$ cat src/rtl/act_pingpong_ctrl.sv
// act_pingpong_ctrl: ping-pong scheduler steering producer writes into two activation banks and handing full banks to MAC and plasticity consumers in fill order
//  in : clk, rst_n, abort, prod_start, prod_tag, prod_we, prod_waddr, prod_wdata, bank_valid[1:0], mac_done, plast_done
//  out: prod_ready, bank_we[1:0], bank_waddr, bank_wdata, bank_clear[1:0], cons_valid, cons_bank, cons_tag, err
module act_pingpong_ctrl #(
  parameter int NUM_NEURONS = 256,
  parameter int DATA_WIDTH  = 32,
  localparam int AW = $clog2(NUM_NEURONS)
) (
  input  logic                  clk,
  input  logic                  rst_n,
  input  logic                  abort,
  input  logic                  prod_start,
  input  logic                  prod_tag,
  output logic                  prod_ready,
  input  logic                  prod_we,
  input  logic [AW-1:0]         prod_waddr,
  input  logic [DATA_WIDTH-1:0] prod_wdata,
  output logic [1:0]            bank_we,
  output logic [AW-1:0]         bank_waddr,
  output logic [DATA_WIDTH-1:0] bank_wdata,
  output logic [1:0]            bank_clear,
  input  logic [1:0]            bank_valid,
  output logic                  cons_valid,
  output logic                  cons_bank,
  output logic                  cons_tag,
  input  logic                  mac_done,
  input  logic                  plast_done,
  output logic                  err
);
  typedef enum logic [1:0] {FREE, FILLING, FULL} bank_state_t;
  bank_state_t state [2];
  logic wr_ptr, rd_ptr, mac_f, plast_f;
  logic [1:0] tag;
  logic accept, release_bank, viol;
  assign bank_waddr = prod_waddr;
  assign bank_wdata = prod_wdata;
  always_comb begin
    prod_ready = (state[wr_ptr] == FREE) && (state[0] != FILLING) && (state[1] != FILLING);
    accept = prod_start & prod_ready & ~abort;
    bank_clear = accept ? (wr_ptr ? 2'b10 : 2'b01) : 2'b00;
    bank_we = '0;
    for (int i = 0; i < 2; i++) bank_we[i] = prod_we & ~abort & (state[i] == FILLING) & ~bank_clear[i];
    cons_valid = state[rd_ptr] == FULL;
    cons_bank = rd_ptr;
    cons_tag = tag[rd_ptr];
    // a same-cycle done counts together with the other consumer's sticky flag
    release_bank = cons_valid & (mac_f | mac_done) & (plast_f | plast_done);
    viol = (prod_start & ~prod_ready) | (prod_we & ~|bank_we) | ((mac_done | plast_done) & ~cons_valid);
  end
  always_ff @(posedge clk or negedge rst_n) begin
    if (!rst_n) begin
      state[0] <= FREE;
      state[1] <= FREE;
      wr_ptr <= 1'b0;
      rd_ptr <= 1'b0;
      tag <= '0;
      mac_f <= 1'b0;
      plast_f <= 1'b0;
      err <= 1'b0;
    end else if (abort) begin
      state[0] <= FREE;
      state[1] <= FREE;
      wr_ptr <= 1'b0;
      rd_ptr <= 1'b0;
      tag <= '0;
      mac_f <= 1'b0;
      plast_f <= 1'b0;
      err <= 1'b0;
    end else begin
      err <= viol;
      if (accept) begin
        state[wr_ptr] <= FILLING;
        tag[wr_ptr] <= prod_tag;
      end
      // only the wr_ptr bank can ever be FILLING, so completion is checked there alone
      if (state[wr_ptr] == FILLING && bank_valid[wr_ptr]) begin
        state[wr_ptr] <= FULL;
        wr_ptr <= ~wr_ptr;
      end
      if (release_bank) begin
        state[rd_ptr] <= FREE;
        rd_ptr <= ~rd_ptr;
        mac_f <= 1'b0;
        plast_f <= 1'b0;
      end else if (cons_valid) begin
        mac_f <= mac_f | mac_done;
        plast_f <= plast_f | plast_done;
      end
    end
  end
endmodule
$ cat config.mk
export PLATFORM = sky130hd
export DESIGN_NAME = act_pingpong_ctrl
export DESIGN_NICKNAME = d
export VERILOG_FILES = /design/src/rtl/act_pingpong_ctrl.sv
export SDC_FILE = /design/constraint.sdc
export NUM_CORES = 1
export LEC_CHECK = 0
export BUFFER_PORTS_ARGS = -buffer_cell sky130_fd_sc_hd__buf_2
export CAP_MARGIN = 10
export CORE_MARGIN = 2
export CORE_UTILIZATION = 32
export DETAILED_ROUTE_END_ITERATION = 16
export PLACE_DENSITY = 0.83
export SYNTH_ARGS = -nofsm -noshare
export SYNTH_HDL_FRONTEND = slang
export SYNTH_SLANG_ARGS = --single-unit
$ cat constraint.sdc
create_clock -name clk -period 1.5 [get_ports clk]
set_input_delay 0.3 -clock clk [delete_from_list [all_inputs] [get_ports clk]]
set_output_delay 0.3 -clock clk [all_outputs]
set_load 0.01 [all_outputs]
======== After elaboration in Yosys (flattened, before gate mapping) ========
Index checks and enable logic that the tools add are counted.
word-level totals
  bits in registers ....................... 11
  input bits .............................. 50
  logic and storage cells ................. 106
  output and inout port bits .............. 49
operators by class
  bitwise logic cells ..................... 34
  eq/ne operators ......................... 6
  order comparisons ....................... 7
  reductions and logical operators ........ 13
  mux-type cells .......................... 38
operators with widths
  cell                  number
  $mux W2               12
  $mux W4               6
  $mux W1               16
  $and A1 B1 Y1         12
  $not A1 Y1            7
  $eq A2 B1 Y1 const B  3
  $logic_and A1 B1 Y1   6
  $reduce_bool A2 Y1    3
  $or A1 B1 Y1          5
  $and A2 B2 Y2         2
  $and A4 B4 Y4         1
  $demux W2 S1          2
  $ge A2 B2 Y1 const B  2
  $lt A1 B2 Y1 const B  2
  $lt A2 B1 Y1 const B  2
  $ne A2 B1 Y1 const B  2
  $not A1 Y2            2
  $not A2 Y2            2
  $not A4 Y4            1
  $or A2 B2 Y2          2
  $reduce_bool A3 Y1    1
  $bwmux W2             1
  $eq A2 B2 Y1 const B  1
  $logic_not A2 Y1      1
  other kinds (4)       4

======== Longest topological paths before layout ========
  word-level depth ........................ 18
  depth in mapped cells ................... 4
  depth with buffers taken out ............ 3

======== Worst setup path after synthesis ========
No wires, ideal clock.
  path type ............................... register -> output
  start point ............................. register wr_ptr
  end point ............................... output port bank_clear[1]
  path buffers ............................ 1
  stages on the path, launching flop included .. 5
  required time ........................... 1.200 ns
  slack ................................... -0.209 ns
  arrival ................................. 1.409 ns
  cells stage by stage .................... dfrtp_1 > buf_4 > and2_1 > nor4_1 > and3_1
between the ends
  longest elaborated chain between the ends .. 10
  elaborated cells between the ends (all ways) .. 11
  classes of those cells .................. 5 x mux; 3 x bitwise; 3 x reduce/logical
ends and longest elaborated chain
  element                                      RTL line  RTL
  from (decl)                                  32        logic wr_ptr, rd_ptr, mac_f, plast_f;
  from (signal assigned)                       78        wr_ptr <= ~wr_ptr;
  $not A1 Y2 (not written as such)             38        prod_ready = (state[wr_ptr] == FREE) && (state[0] != FILLING) && (state[1] != FILLING);
  $mux W2 (not written as such) (3 in series)  38
  $logic_not A2 Y1                             38
  $logic_and A1 B1 Y1 (2 in series)            38
  named net prod_ready                         14        output logic prod_ready,
  $and A1 B1 Y1 (2 in series)                  39        accept = prod_start & prod_ready & ~abort;
  $mux W2                                      40        bank_clear = accept ? (wr_ptr ? 2'b10 : 2'b01) : 2'b00;
  to (decl)                                    21        output logic [1:0] bank_clear,
The timed path passes the listed nets, and every way through them passes these cells. The select of a mux whose other input is x is not followed.

======== Final worst setup path ========
  start point ............................. register state[3] in the netlist's numbering
  end point ............................... output port bank_clear[1]
between the ends
  longest elaborated chain between the ends .. 9
  elaborated cells between the ends (all ways) .. 10
  classes of those cells .................. 1 x eq/ne; 4 x mux; 2 x bitwise; 3 x reduce/logical
ends and longest elaborated chain
  element                                      RTL line  RTL
  from (decl)                                  31        bank_state_t state [2];
  $mux W2 (not written as such) (3 in series)  38
  $logic_not A2 Y1                             38
  $logic_and A1 B1 Y1 (*) (2 in series)        38
  $and A1 B1 Y1 (*) (2 in series)              39
  $mux W2 (*)                                  40
Every way passes the cells marked *; elsewhere a longest branch is shown, timed or not. The select of a mux whose other input is x is not followed.

==> metrics.yaml <==
cellLeakagePower_nw: 0.5444
overflow: 0
rows: 20
htreeDepth: 1
via_count: 827
grt_util_all_layers_pct: 13.19
yosysTopAreaCell: "buf_4"
tightest_slew_ns: 0.3972
ys_top_cells_by_area: "buf_4 32%, dfrtp_1 28%, a21oi_1 3.6%"
path_buf_inv: 1
async_reset_ff_share_pct: 100.0
tns_ns: -1.387
dieArea_mm2: 0.003495
start_kind: "flop"
grt_max_degree: 12
synth_nets: 167
synth_cell_types: 33
hold_path_depth: 2
drt_pass1_iterations: 4
syn-cell-area_um2: 972.2
maxSlewHeadroom_pct: 73.52
antennaDiodeCount: 0
die_w_um: 59.12
hpwl_um: 1438
synth_edf_count: 0
regToRegSetupSlack_ns: -0.04
crit_fanout: 5
avgSynthCellArea_um2: 8.309
synth-seq-cells: 11
io_buffer_count: 18
final_util_pct: 39.50
setup_violations: 9
yosys.area.top_type_share_pct: 31.66
worst-r2r-cell-count: 8
max_freq_mhz: 554.4
slowest_stage: "dfrtp_2"
slowest_delay_ns: 0.48
hold_viol_final: 0
grt_pass1_wl_um: 3463
syn_inst: 117
clk_pin_slew_worst_paths_ns: 0.07
synth-seq-area-share_pct: 28.31
skew_ns: 0.001549
routabilityCongestion: 0.8079
via_per_inst: 5.370
vdd_drop_max_mv: 0.1670
power_density_mw_per_mm2: 720.4
clock_latency_ns: 0.28
worstReg2RegStart: "state[3]"
first_global_vias: 813
hold-worst-slack_ns: 0.2643
hold_start: "bank_valid[1]"
layout_worst_path_cycle_share_pct: 120.3
critPathCaptureType: "output port"
drv_cap: 0
violations: "setup timing"
nNetsFinal: 172
drtIter0Drc: 30
tritoncts: "yes"
syn_to_final_growth_pct: 20.98
synthFlopType: "dfrtp_1"
hold_end: "wr_ptr"
critPathKind: "flop to output port"
cp.arrival_ns: 1.50
coreArea_mm2: 0.002978
period_needed_ns: 1.804
status: "finished, violations left"
io_pins: 99
min-delay-path-class: "primary input to flop"
final_max_slew_viol_count: 0
wl_per_cell_um: 15.50
ys_warn_count: 0
required_ns: 1.20
cts_root_buffer: "clkbuf_4"
path_cells: "and2b_2 > nor4_4 > and3_4 > buf_6"
cts_inserted_buffers: 3
critical-path-top-delay-family: "simple AND/OR/NAND/NOR gates"
clk_path_buf_depth: 2
routed_wirelength_um: 2387
num-fill-cells: 272
drive_gt1_share_pct: 57.02
timing.rr.end: "mac_f"
clock_sinks: 11
grt_setup_unrepaired: "true"
fp.dieH_um: 59.12
antenna_left: 0
drc_errors: 0
floorplan.initialDensity_pct: 32.65
fin_ws_ns: -0.3038
antenna_found_initial: 0
-- metrics by stage --
step / cells / setup slack (ns) / instance area [um2] / total power [mW]
final: 154 / -0.3038 / 1176 / 0.8473
after global routing: 154 / -0.3751 / 1176 / 0.8851
after CTS: 149 / -0.2345 / 1062 / 0.7857
after detailed placement: 137 / 0.01999 / 898.4 / 0.5195
after global placement: 137 / 0.04738 / 898.4 / 0.5176
after floorplan: 117 / 0.01633 / 992.2 / 0.5430
-- cell usage in the layout (no fill, tap or decap), types with 6 or more instances in the layout --
cell type / synthesis / layout
dfrtp_1: 11 / 8
inv_1: 6 / 6
o21ai_0: 7 / 6
buf_4: 41 / 16
a21oi_1: 7 / 6
buf_6: 0 / 11
buf_2: 0 / 15
-- worst max path at each step --
stage / cells past startpoint / startpoint / end / slack (ns)
after floorplan: 3 / state[0] / bank_clear[1] / 0.02
after CTS: 4 / state[2] / bank_clear[1] / -0.23
after global placement: 4 / wr_ptr / bank_clear[1] / 0.05
after detailed placement: 4 / state[3] / bank_clear[1] / 0.02
final: 4 / state[3] / bank_clear[1] / -0.30
after global routing: 4 / state[3] / bank_clear[1] / -0.38
-- Yosys cell counts, types with 2 or more instances --
| cell type | n |
|---|---|
| nand2b_1 | 4 |
| nor2b_1 | 4 |
| a221oi_1 | 2 |
| dfrtp_1 | 11 |
| or3_1 | 2 |
| clkbuf_1 | 2 |
| o21ai_0 | 7 |
| nor4_1 | 2 |
| inv_1 | 6 |
| a21oi_1 | 7 |
| nor2_1 | 5 |
| buf_4 | 41 |
| nand3b_1 | 2 |
| nor3b_1 | 2 |
| nand2_1 | 2 |
-- worst reg2reg max path: stages (launching register included) --
cell and delay (ns):
dfrtp_2 0.48, buf_6 0.15, buf_6 0.11, buf_6 0.11, nand2b_4 0.06, o21ai_2 0.05, buf_4 0.13, buf_4 0.13
a221oi_2 0.22
-- power breakdown --
group          internal (mW)  switching [mW]
clock network          0.103           0.113
logic                  0.169           0.128
registers              0.314          0.0191
total                  0.587           0.260
-- sequential cells by signal, indices dropped and copies added (netlist names) --
| signal | count |
|---|---|
| tag | 2 |
| mac_f | 1 |
| cons_bank | 1 |
| state | 4 |
| plast_f | 1 |
| err | 1 |
| wr_ptr | 1 |
-- layer usage --
layer,track usage [%],wire length [um],vias up
li1,-,-,368
met1,13.92,856,394
met2,20.95,1241,53
met3,5.895,225,12
met4,9.091,63,0
met5,0,0,-
-- area by class of cell --
| class | instances | area (um2) | area share, % |
|---|---|---|---|
| Clock buffer | 4 | 26.28 | 2.234 |
| Inverter | 6 | 22.52 | 1.915 |
| Multi-Input combinational cell | 57 | 478.0 | 40.64 |
| Sequential cell | 11 | 279.0 | 23.72 |
| Tap cell | 33 | 41.29 | 3.511 |
| Timing Repair Buffer | 43 | 329.1 | 27.98 |
-- cells by family (layout without fill, tap and decap cells) --
| group | count (synthesis) | after routing | share of synthesized area [%] |
|---|---|---|---|
| compound gates | 24 | 24 | 16.09 |
| buf+inv | 49 | 53 | 34.75 |
| flops | 11 | 11 | 28.31 |
| mux | 1 | 1 | 1.158 |
| simple gates | 32 | 32 | 19.69 |
-- what timing repair did --
| item | CTS | global route |
|---|---|---|
| gates resized for setup | 17 | 18 |
| setup endpoints to repair | 7 | 10 |
| endpoints found under the hold margin | 11 | 0 |
| setup buffers | 7 | 5 |
| hold buffers | 1 | 0 |
| pin swaps | 3 | 6 |
Note: power is estimated with default switching activity, not from simulation.
